## config.mk

```make
export PLATFORM = sky130hd
export DESIGN_NAME = hazard_control_unit
export DESIGN_NICKNAME = d
export VERILOG_FILES = /design/src/rtl/pipeline_pkg.sv /design/src/rtl/muldiv_tracker.sv /design/src/rtl/hazard_control_unit.sv
export SDC_FILE = /design/constraint.sdc
export NUM_CORES = 1
export LEC_CHECK = 0
export CELL_PAD_IN_SITES_DETAIL_PLACEMENT = 0
export CELL_PAD_IN_SITES_GLOBAL_PLACEMENT = 2
export CORE_ASPECT_RATIO = 0.7
export CORE_UTILIZATION = 28
export DETAILED_ROUTE_END_ITERATION = 8
export HOLD_SLACK_MARGIN = 0.02
export PLACE_DENSITY = 0.83
export SYNTH_ARGS = -nofsm -noshare
export SYNTH_HDL_FRONTEND = slang
export SYNTH_SLANG_ARGS = --single-unit
```

## constraint.sdc

```tcl
create_clock -name Clk -period 3.4 [get_ports Clk]
set_clock_uncertainty 0.15 [all_clocks]
set_input_delay 0.34 -clock Clk [delete_from_list [all_inputs] [get_ports Clk]]
set_output_delay 0.34 -clock Clk [all_outputs]
set_load 0.02 [all_outputs]
```

## src/rtl/pipeline_pkg.sv

```systemverilog
// Shared pipeline constants: mult/div op encoding, the zero register and default unit latencies.
package pipeline_pkg;

    localparam logic [1:0] MD_NONE = 2'b00;
    localparam logic [1:0] MD_MULT = 2'b01;
    localparam logic [1:0] MD_DIV  = 2'b10;

    localparam logic [4:0] REG_ZERO = 5'd0;

    localparam int unsigned DEFAULT_MULT_CYCLES = 4;
    localparam int unsigned DEFAULT_DIV_CYCLES  = 32;

    // Encoding 11 is reserved and behaves like no operation.
    function automatic logic is_muldiv(input logic [1:0] op);
        return (op == MD_MULT) || (op == MD_DIV);
    endfunction

endpackage

```

## src/rtl/muldiv_tracker.sv

```systemverilog
// Occupancy tracker for the multi-cycle mult/div unit: accepts a start, then counts busy cycles down to zero.
module muldiv_tracker
    import pipeline_pkg::*;
#(
    parameter int unsigned MULT_CYCLES = DEFAULT_MULT_CYCLES,
    parameter int unsigned DIV_CYCLES  = DEFAULT_DIV_CYCLES
) (
    input  logic       clk,
    input  logic       reset,
    input  logic [1:0] op,
    input  logic       branch_taken,
    input  logic       stall,
    output logic       start,
    output logic       busy
);

    localparam int unsigned CNT_W = $clog2(DIV_CYCLES + 1);

    logic [CNT_W-1:0] md_cnt;
    logic             accept;

    // A squashed or stalled op must not launch; an in-flight op is never aborted by a branch.
    assign accept = !reset && is_muldiv(op) && !branch_taken && !stall && (md_cnt == '0);
    assign start  = accept;
    assign busy   = (md_cnt != '0);

    always_ff @(posedge clk) begin
        if (reset) begin
            md_cnt <= '0;
        end else if (accept) begin
            md_cnt <= (op == MD_MULT) ? CNT_W'(MULT_CYCLES) : CNT_W'(DIV_CYCLES);
        end else if (md_cnt != '0) begin
            md_cnt <= md_cnt - CNT_W'(1);
        end
    end

endmodule

```

## src/rtl/hazard_control_unit.sv

```systemverilog
// Hazard controller for the 5-stage core: load-use / HI-LO / RAW stalls, branch and jump squashes, stall counter.
// Define HAZARD_STALL_ONLY_EN for cores without EX/MEM forwarding (register RAW dependencies then stall).
module hazard_control_unit
    import pipeline_pkg::*;
#(
    parameter int unsigned MULT_CYCLES = DEFAULT_MULT_CYCLES,
    parameter int unsigned DIV_CYCLES  = DEFAULT_DIV_CYCLES
) (
    input  logic        Clk,
    input  logic        Reset,
    input  logic [4:0]  ID_rs,
    input  logic [4:0]  ID_rt,
    input  logic        ID_UsesRs,
    input  logic        ID_UsesRt,
    input  logic        ID_UsesHiLo,
    input  logic [1:0]  ID_MulDivOp,
    input  logic        ID_Jump,
    input  logic        EX_MemRead,
    input  logic        EX_RegWrite,
    input  logic [4:0]  EX_rd,
    input  logic        MEM_RegWrite,
    input  logic [4:0]  MEM_rd,
    input  logic        EX_BranchTaken,
    output logic        PCWrite,
    output logic        IFID_Write,
    output logic        IFID_Flush,
    output logic        IDEX_Bubble,
    output logic        MulDivStart,
    output logic        MulDivBusy,
    output logic [31:0] StallCount
);

    logic load_use;
    logic hilo_hz;
    logic raw_extra;
    logic stall;

    function automatic logic use_hit(input logic [4:0] r, input logic [4:0] rs, input logic [4:0] rt,
                                     input logic uses_rs, input logic uses_rt);
        return (r != REG_ZERO) && ((uses_rs && (rs == r)) || (uses_rt && (rt == r)));
    endfunction

    assign load_use = EX_MemRead && use_hit(EX_rd, ID_rs, ID_rt, ID_UsesRs, ID_UsesRt);
    assign hilo_hz  = MulDivBusy && (ID_UsesHiLo || is_muldiv(ID_MulDivOp));

`ifdef HAZARD_STALL_ONLY_EN
    // Without forwarding, wait until the producer reaches WB (write-first register file covers WB).
    assign raw_extra = (EX_RegWrite  && use_hit(EX_rd,  ID_rs, ID_rt, ID_UsesRs, ID_UsesRt)) ||
                       (MEM_RegWrite && use_hit(MEM_rd, ID_rs, ID_rt, ID_UsesRs, ID_UsesRt));
`else
    logic raw_unused;
    assign raw_unused = ^{EX_RegWrite, MEM_RegWrite, MEM_rd};
    assign raw_extra  = 1'b0;
`endif

    assign stall = load_use || hilo_hz || raw_extra;

    muldiv_tracker #(
        .MULT_CYCLES (MULT_CYCLES),
        .DIV_CYCLES  (DIV_CYCLES)
    ) u_muldiv_tracker (
        .clk          (Clk),
        .reset        (Reset),
        .op           (ID_MulDivOp),
        .branch_taken (EX_BranchTaken),
        .stall        (stall),
        .start        (MulDivStart),
        .busy         (MulDivBusy)
    );

    // Priority: reset, taken branch, stall, jump, normal flow.
    always_comb begin
        PCWrite     = 1'b1;
        IFID_Write  = 1'b1;
        IFID_Flush  = 1'b0;
        IDEX_Bubble = 1'b0;
        if (Reset) begin
            PCWrite     = 1'b0;
            IFID_Write  = 1'b0;
            IFID_Flush  = 1'b1;
            IDEX_Bubble = 1'b1;
        end else if (EX_BranchTaken) begin
            IFID_Flush  = 1'b1;
            IDEX_Bubble = 1'b1;
        end else if (stall) begin
            PCWrite     = 1'b0;
            IFID_Write  = 1'b0;
            IDEX_Bubble = 1'b1;
        end else if (ID_Jump) begin
            IFID_Flush  = 1'b1;
        end
    end

    always_ff @(posedge Clk) begin
        if (Reset) begin
            StallCount <= '0;
        end else if (!PCWrite && (StallCount != 32'hFFFF_FFFF)) begin
            StallCount <= StallCount + 32'd1;
        end
    end

endmodule

```

== Yosys cells after proc, flatten, opt, wreduce, memory -nomap -nowiden ==
Index checks and enable logic that the tools add are counted.

* Multiplexer cells: 13
* Equal/unequal tests: 5
* Reduce and logical (&&, ||, !) cells: 22
* Add/subtract/negate cells: 2

{| class="wikitable"
|+ Operators by type and width
! cell !! number
|-
| 32-bit by 1-bit adder with 32-bit output, second input constant || 1
|-
| 32-bit != test, second input constant || 1
|-
| 6-bit 2-to-1 mux || 3
|-
| 5-bit == test || 2
|-
| 1-bit logical AND || 10
|-
| 1-bit 2-to-1 mux || 10
|-
| 6-bit logical NOT || 1
|-
| 6-bit nonzero test || 1
|-
| 6-bit by 1-bit subtractor with 6-bit output, second input constant || 1
|-
| 5-bit nonzero test || 1
|-
| 1-bit logical NOT || 4
|-
| 1-bit logical OR || 4
|-
| 2-bit by 1-bit == test with 1-bit output, second input constant || 1
|-
| 2-bit == test, second input constant || 1
|-
| 2-bit nonzero test || 1
|}

* Logic and storage cells: 44
* Bits of input ports: 32
* Register bits after elaboration: 38
* Output and inout port bits: 38

== Logic depth before layout (Yosys ltp) ==
* Depth after elaboration: 11
* Mapped depth: 11
* Mapped depth without buffers: 8

== Hierarchy ==
A second synthesis with hierarchy kept.

* Cell total of the unflattened synthesis: 271
* Area, all modules: 2294.7 µm²

{| class="wikitable"
|+ By module, submodules not included
! module !! area an instance (µm²) !! seq. area each (µm²) !! cells each !! instances
|-
| hazard_control_unit || 1958.1 || 640.6 || 233 || 1
|-
| muldiv_tracker || 336.6 || 120.1 || 38 || 1
|}

== Least setup slack after synthesis ==
Ideal clock, no wire load.

* Path kind: input to output
* Start point: input EX_rd[1]
* End point: output PCWrite
* Buffers on the path: 4
* Arrival: 1988 ps
* Stages on the path: 7
* Setup slack: 922 ps
* Data required time: 2910 ps
* Cells stage by stage: or4_1 -> o21ai_0 -> o311a_1 -> buf_6 -> buf_2 -> buf_2 -> buf_4

* Cells in the longest elaborated chain, start to end: 9
* Elaborated cells between the ends (all ways): 12
* Those cells by class: eq/ne (2); mux (3); reduce/logical (7)

{| class="wikitable"
|+ RTL lines
! item !! line !! text
|-
| start, declared || hazard_control_unit.sv:20 || <nowiki>input logic [4:0] EX_rd,</nowiki>
|-
| 5-bit == test || hazard_control_unit.sv:40 || <nowiki>return (r != REG_ZERO) && ((uses_rs && (rs == r)) || (uses_rt && (rt == r)));</nowiki>
|-
| 1-bit logical AND || hazard_control_unit.sv:40 ||
|-
| 1-bit logical OR || hazard_control_unit.sv:40 ||
|-
| 1-bit logical AND * || hazard_control_unit.sv:40 ||
|-
| 1-bit logical AND * || hazard_control_unit.sv:43 || <nowiki>assign load_use = EX_MemRead && use_hit(EX_rd, ID_rs, ID_rt, ID_UsesRs, ID_UsesRt);</nowiki>
|-
| 1-bit logical OR * || hazard_control_unit.sv:56 || <nowiki>assign stall = load_use || hilo_hz || raw_extra;</nowiki>
|-
| 1-bit 2-to-1 mux * (3 in series) || - ||
|-
| end, declared || hazard_control_unit.sv:24 || <nowiki>output logic PCWrite,</nowiki>
|}

Every way passes the cells marked *; elsewhere a longest branch is shown, timed or not.

== Worst setup path after layout ==
* Start point: input EX_rd[1]
* End point: output PCWrite

* Cells in the longest elaborated chain, start to end: 9
* Elaborated cells between the ends (all ways): 12
* Those cells by class: eq/ne (2); mux (3); reduce/logical (7)

{| class="wikitable"
|+ RTL lines
! item !! line !! text
|-
| 5-bit == test || hazard_control_unit.sv:40 ||
|-
| 1-bit logical AND || hazard_control_unit.sv:40 ||
|-
| 1-bit logical OR || hazard_control_unit.sv:40 ||
|-
| 1-bit logical AND * || hazard_control_unit.sv:40 ||
|-
| 1-bit logical AND * || hazard_control_unit.sv:43 ||
|-
| 1-bit logical OR * || hazard_control_unit.sv:56 ||
|-
| 1-bit 2-to-1 mux * || hazard_control_unit.sv:85 || <nowiki>end else if (stall) begin</nowiki>
|-
| 1-bit 2-to-1 mux * || hazard_control_unit.sv:82 || <nowiki>end else if (EX_BranchTaken) begin</nowiki>
|-
| 1-bit 2-to-1 mux * || hazard_control_unit.sv:77 || <nowiki>if (Reset) begin</nowiki>
|}

Marks and branches as above.

==> results.md <==
- FF-to-FF End: StallCount[29]
- WL met3: between 200 and 300 um
- Syn_area_per_cell: between 8 and 9 um^2
- Via-to-Cell Ratio: 5.31
- Sequential share of the synthesized area: around a third
- Worst relative slew slack: between 60% and 70%
- Synth Area in Compound Gates: 19.5%
- Crit path kind: in -> out
- Synth Cell Area: 0.00226 mm^2
- Net Sw Frac: 29.3%
- Share of post-route cells with drive strength above 1: 7.60%
- Width of the die: 109 um
- Crit share post-route: 93.9%
- GPL Wtd Cong: 0.759
- Dominant combinational cell family by area after synthesis: simple AND/OR/NAND/NOR gates
- Synth warn: 0
- Internal power: 0.00111 W
- Max Used Layer: met4
- Comb pwr share: 26.9%
- Critical R2R Launch: StallCount[2]
- H-Tree Depth: 2
- Worst-path clk slew: 60 ps
- Hold-fix buffers, CTS: 0
- FMAX: around 310 MHz
- EDFF count, synth: 0
- Critical Path RT: just under 3000 ps
- Vias in the first global route: 2116
- Worst path bufs/invs: 2
- Core ar.: 0.00784 mm^2
- Critical path's most frequent cell: clkdlybuf4s50_1
- CP max FO: 6
- I/O Pins: 70
- Root Buffer: clkbuf_16
- Syn nets: 317
- Clock power share: 41.0%
- WL met2: 2690 um
- FP Rows: 27
- MaxCap Viol Count: 0
- Worst R2R Path Depth: 6
- Area of the multi-input gates: 0.00137 mm^2
- Hold Startpoint: u_muldiv_tracker.md_cnt[0]
- Largest net degree at the start of global routing: 44
- Yosys top cell area share: between 30% and 40%
- Post-synth top area cell: dfxtp_1
- Peak supply drop: about 0.21 mV
- CP arrival: 2700 ps
- Hold Fails Final Rpt: 0
- NetSw: 0.000459 W
- Hold depth: 2
- Static Leak: 1.08 nW
- Slowest cell on the critical path: clkdlybuf4s50_1
- GRT overflow: 0
- Sequential share of power: 32.1%
- Final WL: ~6600 um
- Tightest Pin Transition: 509 ps
- Later-pin clock latency in the skew report: 290 ps
- Final ANT Viol Nets: 0
- Starting Density: 28.8%
- Layout net count: 377
- Mux cell area share after synthesis: 1.49%
- Cts repair resizes: 0
- Slew Viols, Final: 0
- Register area: ~760 um^2
- Delay-heaviest family, CP: buffers and inverters
- Netlist cell types: 40
- Post-Synth Adder-Cell Area: under 10%
- Port buffer count: 62
- Number of buffers created by CTS: 5
- Drt pass-1 iters: 4
- Crit path largest cell delay: 670 ps
- DRC: 0
- CP cell instances: clkdlybuf4s50_1, or4_1, o21ai_0, o311a_1, clkdlybuf4s50_1
- CP Capture Type: output port
- Clock Tree Buf Depth: 2
- DPL Wire Length: 4660 um
- N_diodes: 0
- Crit path time final: 3190 ps
- CTS tree: built
- Synth area leaders: dfxtp_1 (34%), a21oi_1 (5.5%), or4_1 (5.0%)
- Ys flop type: dfxtp_1
- Finish-stage setup viols: 0
- Hold Path End: u_muldiv_tracker.md_cnt[0]
- Hold Crit Class: reg -> reg
- Post-route setup TNS: 0 ps
- Die area: about 0.0084 mm^2
- CTS Sinks: 38
- RSZ-0062 raised after global routing: no
- Initial drt markers: 148
- M1 WL: 3610 um
- Worst R2R Setup Slack: 780 ps
- Total Power: 0.00157 W
- Filler instances: between 800 and 900
- Post-CTS setup buffer count: 0
- XOR/XNOR Fraction of Synth Area: 5.04%
- Initial antenna violation count: 0
- Power Dens Cells: 490 mW/mm^2
- Routed via count: 2353
- FF+latch count, synth: 38
- Synth-to-Final Area Change: 41.5%
- Startpoint type of the worst setup path: primary input
- Status: complete, no violations
- First-pass GRT wire length: 10800 um
- Drt wl/cell: 15.0 um
- Overall fraction of global-route tracks in use: 16.4%
- Simple-gate area share of the yosys netlist: 32.2%
- FFs w/ async S/R, synth: 0%
- Synthesized instance count: 281
- Die span in y: roughly 77 um
-- per-layer routing --
layer	track usage, %	vias up
met2	22.8	49
li1	-	1191
met1	24.8	1106
met4	4.80	0
met3	3.40	7
met5	0	-
-- synth_stat cells (10+ instances only) --
master,count
o21ai_0,12
nand2_1,11
xor2_1,11
nand4_1,17
inv_1,10
dfxtp_1,38
clkbuf_1,10
or3_1,12
nor2_1,16
a21oi_1,25
nand3_1,18
or4_1,15
o31ai_1,12
-- worst register-to-register path, cell delays in order, from the launching register on --
cell	delay, ps
dfxtp_1	420
nand4_1	240
nor2_1	360
and3_1	460
nand4_1	310
or4_1	480
a21oi_1	140
-- placed cells by master (no fill, tap or decap), types with 3 or more instances in the layout --
master	count
o21a_1	7
clkbuf_16	5
xor2_1	11
mux2_2	3
ha_1	4
and4_1	3
o31ai_1	12
dfxtp_1	38
or3_1	12
and3_1	7
o31a_1	6
inv_1	10
nor3_1	7
nand3_1	18
nor4_1	8
buf_4	9
nor2_1	15
or4_1	15
nand4_1	17
clkdlybuf4s50_1	62
nand2_1	11
o21ai_0	12
a21oi_1	25
-- power groups by stage --
stage / combinational, W / clock (W) / sequential, W
after floorplan: 0.000267 / 0 / 0.000512
after global placement: 0.000422 / 0 / 0.000513
after detailed placement: 0.000424 / 0 / 0.000513
after CTS: 0.000426 / 0.000648 / 0.000503
after global routing: 0.000477 / 0.000666 / 0.000509
final: 0.000421 / 0.000642 / 0.000503
-- logic make-up after synthesis --
family                     after synthesis
and+or+nand+nor                        125
DFF                                     38
AOI/OAI and AO/OA                       69
muxes                                    3
adders and majority gates                4
xor gates and xnor gates                13
buffers and inverters                   29
-- stage by stage --
stage / hold WS [ps] / cell area (um^2) / setup WS, ps / std cells / utilization [%]
finish: 353 / 3200 / 208 / 443 / 40.8
global route: 389 / 3200 / 111 / 443 / 40.8
CTS: 353 / 3200 / 182 / 443 / 40.8
detailed placement: 344 / 3000 / 205 / 435 / 38.3
floorplan: 316 / 2260 / 922 / 281 / -
global placement: 326 / 3000 / 193 / 435 / 38.3
-- state kept, by name, indices dropped and copies added (netlist names) --
signal,flops
StallCount,32
u_muldiv_tracker.md_cnt,6
-- worst max path at each step --
stage                                     startpoint          to  slack, ps  depth (start not counted)
after floorplan                             EX_rd[1]     PCWrite        920                          7
after global placement                      EX_rd[1]  IFID_Write        190                          5
after detailed placement                    EX_rd[1]     PCWrite        210                          5
after CTS                                   EX_rd[1]     PCWrite        180                          5
after global routing      u_muldiv_tracker.md_cnt[2]     PCWrite        110                          5
final                                       EX_rd[1]     PCWrite        210                          5
-- final cells by class --
class / instances / area share (%)
Tap cell: 101 / 3.95
Clock buffer: 6 / 4.34
Inverter: 10 / 1.17
Timing Repair Buffer: 72 / 22.1
Clock inverter: 2 / 1.88
Multi-Input combinational cell: 214 / 42.7
Sequential cell: 38 / 23.8
(Power assumes the default switching activity.)
